**src/rtl/vga_timing_pkg.sv**
```systemverilog
// rtl/vga_timing_pkg.sv - shared VGA timing constants and total-length helper
package vga_timing_pkg;

    localparam int DEF_H_ACTIVE   = 640;
    localparam int DEF_H_FP       = 16;
    localparam int DEF_H_SYNC     = 96;
    localparam int DEF_H_BP       = 48;
    localparam int DEF_V_ACTIVE   = 480;
    localparam int DEF_V_FP       = 10;
    localparam int DEF_V_SYNC     = 2;
    localparam int DEF_V_BP       = 33;
    localparam int DEF_CLK_DIV    = 4;
    localparam bit DEF_SYNC_ACTIVE = 1'b0;

    // Counters are 10 bits wide, so neither raster dimension may exceed this.
    localparam int MAX_TOTAL = 1024;

    function automatic int calc_total(input int active, input int fp,
                                      input int sync, input int bp);
        return active + fp + sync + bp;
    endfunction

    localparam int DEF_H_TOTAL = calc_total(DEF_H_ACTIVE, DEF_H_FP, DEF_H_SYNC, DEF_H_BP);
    localparam int DEF_V_TOTAL = calc_total(DEF_V_ACTIVE, DEF_V_FP, DEF_V_SYNC, DEF_V_BP);

endpackage

```
**src/rtl/pixel_tick_gen.sv**
```systemverilog
// rtl/pixel_tick_gen.sv - divides the system clock into a pixel-rate advance enable
module pixel_tick_gen #(
    parameter int CLK_DIV = 4
) (
    input  logic clk,
    input  logic rst_n,
    output logic tick
);

    localparam logic [3:0] DIV_LAST = 4'(CLK_DIV - 1);

    logic [3:0] div;

    if (CLK_DIV < 1 || CLK_DIV > 16) begin : g_bad_div
        $error("pixel_tick_gen: CLK_DIV must be in 1..16");
    end

    always_ff @(posedge clk or negedge rst_n) begin
        if (!rst_n) begin
            div <= 4'd0;
        end else if (div == DIV_LAST) begin
            div <= 4'd0;
        end else begin
            div <= div + 4'd1;
        end
    end

    // With CLK_DIV = 1 the counter sits at 0 and the enable is permanently high.
    assign tick = (div == DIV_LAST);

endmodule

```
**src/rtl/vga_timing_gen.sv**
```systemverilog
// rtl/vga_timing_gen.sv - free-running VGA raster counters, syncs and strobes
module vga_timing_gen
    import vga_timing_pkg::*;
#(
    parameter int H_ACTIVE    = DEF_H_ACTIVE,
    parameter int H_FP        = DEF_H_FP,
    parameter int H_SYNC      = DEF_H_SYNC,
    parameter int H_BP        = DEF_H_BP,
    parameter int V_ACTIVE    = DEF_V_ACTIVE,
    parameter int V_FP        = DEF_V_FP,
    parameter int V_SYNC      = DEF_V_SYNC,
    parameter int V_BP        = DEF_V_BP,
    parameter int CLK_DIV     = DEF_CLK_DIV,
    parameter bit SYNC_ACTIVE = DEF_SYNC_ACTIVE
) (
    input  logic       clk,
    input  logic       rst_n,
    output logic [9:0] h_val,
    output logic [9:0] v_val,
    output logic       hsync,
    output logic       vsync,
    output logic       video_on,
    output logic       pix_tick,
    output logic       line_start,
    output logic       frame_start
);

    localparam int H_TOTAL = calc_total(H_ACTIVE, H_FP, H_SYNC, H_BP);
    localparam int V_TOTAL = calc_total(V_ACTIVE, V_FP, V_SYNC, V_BP);

    localparam logic [9:0]  H_LAST   = 10'(H_TOTAL - 1);
    localparam logic [9:0]  V_LAST   = 10'(V_TOTAL - 1);
    localparam logic [10:0] H_ACT    = 11'(H_ACTIVE);
    localparam logic [10:0] V_ACT    = 11'(V_ACTIVE);
    localparam logic [10:0] HS_START = 11'(H_ACTIVE + H_FP);
    localparam logic [10:0] HS_END   = 11'(H_ACTIVE + H_FP + H_SYNC);
    localparam logic [10:0] VS_START = 11'(V_ACTIVE + V_FP);
    localparam logic [10:0] VS_END   = 11'(V_ACTIVE + V_FP + V_SYNC);

    if (H_TOTAL > MAX_TOTAL || V_TOTAL > MAX_TOTAL) begin : g_bad_total
        $error("vga_timing_gen: H_TOTAL and V_TOTAL must not exceed 1024");
    end

    logic       tick;
    logic       h_wrap;
    logic [9:0] h_nxt;
    logic [9:0] v_nxt;
    logic       hs_act;
    logic       vs_act;
    logic       vo_nxt;

    pixel_tick_gen #(
        .CLK_DIV (CLK_DIV)
    ) u_pixel_tick_gen (
        .clk   (clk),
        .rst_n (rst_n),
        .tick  (tick)
    );

    always_comb begin
        h_nxt  = h_val;
        v_nxt  = v_val;
        h_wrap = 1'b0;
        if (tick) begin
            if (h_val == H_LAST) begin
                h_nxt  = 10'd0;
                h_wrap = 1'b1;
                v_nxt  = (v_val == V_LAST) ? 10'd0 : v_val + 10'd1;
            end else begin
                h_nxt = h_val + 10'd1;
            end
        end
    end

    // Decoding the next-state counters keeps registered decodes aligned with h_val/v_val.
    always_comb begin
        hs_act = ({1'b0, h_nxt} >= HS_START) && ({1'b0, h_nxt} < HS_END);
        vs_act = ({1'b0, v_nxt} >= VS_START) && ({1'b0, v_nxt} < VS_END);
        vo_nxt = ({1'b0, h_nxt} < H_ACT) && ({1'b0, v_nxt} < V_ACT);
    end

    always_ff @(posedge clk or negedge rst_n) begin
        if (!rst_n) begin
            h_val       <= H_LAST;
            v_val       <= V_LAST;
            hsync       <= ~SYNC_ACTIVE;
            vsync       <= ~SYNC_ACTIVE;
            video_on    <= 1'b0;
            pix_tick    <= 1'b0;
            line_start  <= 1'b0;
            frame_start <= 1'b0;
        end else begin
            h_val       <= h_nxt;
            v_val       <= v_nxt;
            hsync       <= hs_act ? SYNC_ACTIVE : ~SYNC_ACTIVE;
            vsync       <= vs_act ? SYNC_ACTIVE : ~SYNC_ACTIVE;
            video_on    <= vo_nxt;
            pix_tick    <= tick;
            line_start  <= tick && h_wrap;
            frame_start <= tick && h_wrap && (v_nxt == 10'd0);
        end
    end

endmodule

```
**config.mk**
```make
export PLATFORM = sky130hd
export DESIGN_NAME = vga_timing_gen
export DESIGN_NICKNAME = d
export VERILOG_FILES = /design/src/rtl/vga_timing_pkg.sv /design/src/rtl/pixel_tick_gen.sv /design/src/rtl/vga_timing_gen.sv
export SDC_FILE = /design/constraint.sdc
export NUM_CORES = 1
export LEC_CHECK = 0
export CAP_MARGIN = 30
export CORE_MARGIN = 4
export CORE_UTILIZATION = 40
export DETAILED_ROUTE_END_ITERATION = 6
export PLACE_DENSITY = 0.74
export SLEW_MARGIN = 0
export SYNTH_ARGS = -nofsm -noshare
export SYNTH_HDL_FRONTEND = slang
export SYNTH_SLANG_ARGS = --single-unit
```
**constraint.sdc**
```tcl
create_clock -name clk -period 2.3 [get_ports clk]
set_clock_uncertainty 0.1 [all_clocks]
set_input_delay 0.46 -clock clk [delete_from_list [all_inputs] [get_ports clk]]
set_output_delay 0.46 -clock clk [all_outputs]
set_load 0.1 [all_outputs]
```
==> out/summary.txt <==
Die H - 75.5 um
CTS clk-pin slew, worst paths - 0.06 ns
drt drc - 0
total clock sinks - 30
Synth Instances - 186
Reg2Reg Depth - 7
Synth area leader - dfrtp_1
Final Max Slew Viols - 0
vias in the first global route - 1407
clock buffer count from CTS - 5
gr ovfl total - 0
initial antenna violation count - 0
Post-synth EDFFs - 0
row count - 24
CP Capture Point - video_on
Overall Power - 1.07 mW
largest net degree at the start of global routing - 31
Worst Path Required - 2.36 ns
Die X - 75.5 um
Setup WS post-layout - 0.0745 ns
root buffer cell - clkbuf_8
core region area - 4380 um2
num ports - 28
H-tree depth - 2
asr flop ratio synth - 1.00
1st-pass router iterations - 4
fillcell total - 384
top-area cell type share of the netlist area - 0.247
CP Capture Type - register
hold buffer count at cts - 0
1st-iter DRT viols - 125
Rel. slew slack - 0.754
final hold violation count - 0
Overall Global Routing Usage - 0.163
P per Cell Area - 433 nW/um2
dpl cells - 269
syn_nets - 192
first-pass GRT wire length - 6.91 mm
die area - 5700 um2
average size of a mapped cell - 9.81 um2
routed len/inst - 14.7 um
sequential area share after synthesis - 0.420
reg2reg start - u_pixel_tick_gen.div[0]
Final ANT Viol Nets - 0
CTS tree - done
Ant. Diodes - 0
Skew-Pair Late Insertion Delay - 0.29 ns
fin crit period - 2.23 ns
Critical Path AT - 2.28 ns
Synth cell types - 59
Syn. warnings - 0
dpl ws - -0.0180 ns
Routed WL - 4.10 mm
post-synthesis register bit count - 30
Max-Cap Viols - 0
achievable clock frequency - 449 MHz
setup TNS - 0 ns
VDD IR max - 0.220 mV
Hold Slack - 0.366 ns
Nets - 233
area of the mapped netlist - 1820 um2
Multi-input gate area - 973 um2
Setup Viol. Count Final - 0
Initial Utilization - 0.416
DP Area - 2320 um2
Final Cycle Share - 0.968
FF/Latch Area - 815 um2
CP Launch Point - u_pixel_tick_gen.div[0]
HP Start - u_pixel_tick_gen.div[0]
Area growth syn-to-layout - 35.3%
Vias - 1538
Longest Clk Path Bufs - 2
CP Launch Type - register
RSZ-0062 raised after global routing - yes
WS Path Type - reg2reg
final core utilization - 0.563
Worst-Margin Slew - 0.369 ns
leakage power - 0.996 nW
Max FO, Critical Path - 6
Finished Layout Cells - 280
Area contributors post-synth - dfrtp_1, dfstp_2, nand2_1
most frequent cells in the layout - buf_4, nand2_1, o21ai_0
hpwl dp - 2.95 mm
Hold Crit Class - reg2reg
layout cells sized above 1 - 0.417
commonest non-fill, non-tap cell in the layout - buf_4
prevailing post-synth register cell - dfrtp_1
IO buf count - 27
r2r endpoint - video_on
status - complete, no violations
Placer Congestion - 0.824
Finished Cell Area - 2470 um2
drt via density - 5.49
FF-to-FF setup slack - 0.07 ns
[final cells by class]
type,instances,share of cell area
multi-input cells,135,0.394
flip-flops and latches,30,0.330
repair buffers,46,0.187
clock buffers,5,0.0279
well taps,52,0.0264
inverters,9,0.0188
clock inverters,3,0.0162
[sequential cells by signal, indices dropped and copies added, names as in the netlist]
| name | cells |
|---|---|
| vsync | 1 |
| frame_start | 1 |
| line_start | 1 |
| u_pixel_tick_gen.div | 4 |
| h_val | 10 |
| hsync | 1 |
| v_val | 10 |
| pix_tick | 1 |
| video_on | 1 |
[cell usage after synthesis (2+ instances only)]
cell / count
a211oi_1: 2
a21oi_1: 4
a31oi_1: 2
and2_1: 2
and3_1: 2
and4_1: 3
buf_2: 3
buf_4: 2
buf_6: 5
dfrtp_1: 18
dfstp_2: 12
ha_1: 4
inv_1: 7
nand2_1: 21
nand3_1: 9
nand4_1: 9
nor2_1: 9
nor3_1: 4
nor4_1: 2
o21ai_0: 12
o22ai_1: 2
or2_2: 2
or3_1: 2
xnor2_1: 9
xor2_1: 5
[routing by layer]
| metal | GRT usage | vias up | share of wire |
|---|---|---|---|
| met1 | 0.225 | 731 | 0.45 |
| met3 | 0.0501 | 9 | 0.060 |
| li1 | - | 760 | - |
| met4 | 0.0563 | 0 | 0.023 |
| met2 | 0.242 | 38 | 0.47 |
| met5 | 0 | - | 0 |
[worst min-delay path by stage]
| stage | depth (start not counted) | endpoint |
|---|---|---|
| after floorplan | 0 | frame_start |
| after global placement | 1 | u_pixel_tick_gen.div[0] |
| after detailed placement | 1 | u_pixel_tick_gen.div[0] |
| after CTS | 1 | u_pixel_tick_gen.div[0] |
| after global routing | 1 | u_pixel_tick_gen.div[0] |
| final | 1 | u_pixel_tick_gen.div[0] |
[power breakdown]
part	internal [mW]	leakage, nW	switching (mW)
Sequential	0.528	0.357	0
Clock	0.318	0.0579	0.210
Combinational	0.00259	0.581	0.00973
[cells by family (layout without fill, tap and decap cells)]
kind of cell | Yosys count | count (layout) | synth area share
xor gates and xnor gates | 14 | 14 | 0.0672
buffers and inverters | 21 | 63 | 0.0775
and+or+nand+nor | 76 | 76 | 0.237
adders and majority gates | 4 | 4 | 0.0274
DFF | 30 | 30 | 0.420
AOI/OAI and AO/OA | 40 | 40 | 0.165
muxes | 1 | 1 | 0.00617
[repair_timing]
item | 4_1_cts | 5_1_grt
hold endpoints to repair | 0 | 0
setup buffers | 0 | 3
endpoints found under the setup margin | 2 | 6
gates cloned | 0 | 0
gates resized for setup | 1 | 3
pin swaps | 0 | 6
[worst max-delay path, stage by stage, from the launching register on]
cell and delay (ns):
dfrtp_1 0.37, ha_2 0.19, or3b_4 0.42, clkinv_8 0.06, nand4_4 0.10, or4_4 0.50, a32oi_2 0.26, a211oi_2 0.10
Note: power is estimated with default switching activity, not from simulation.
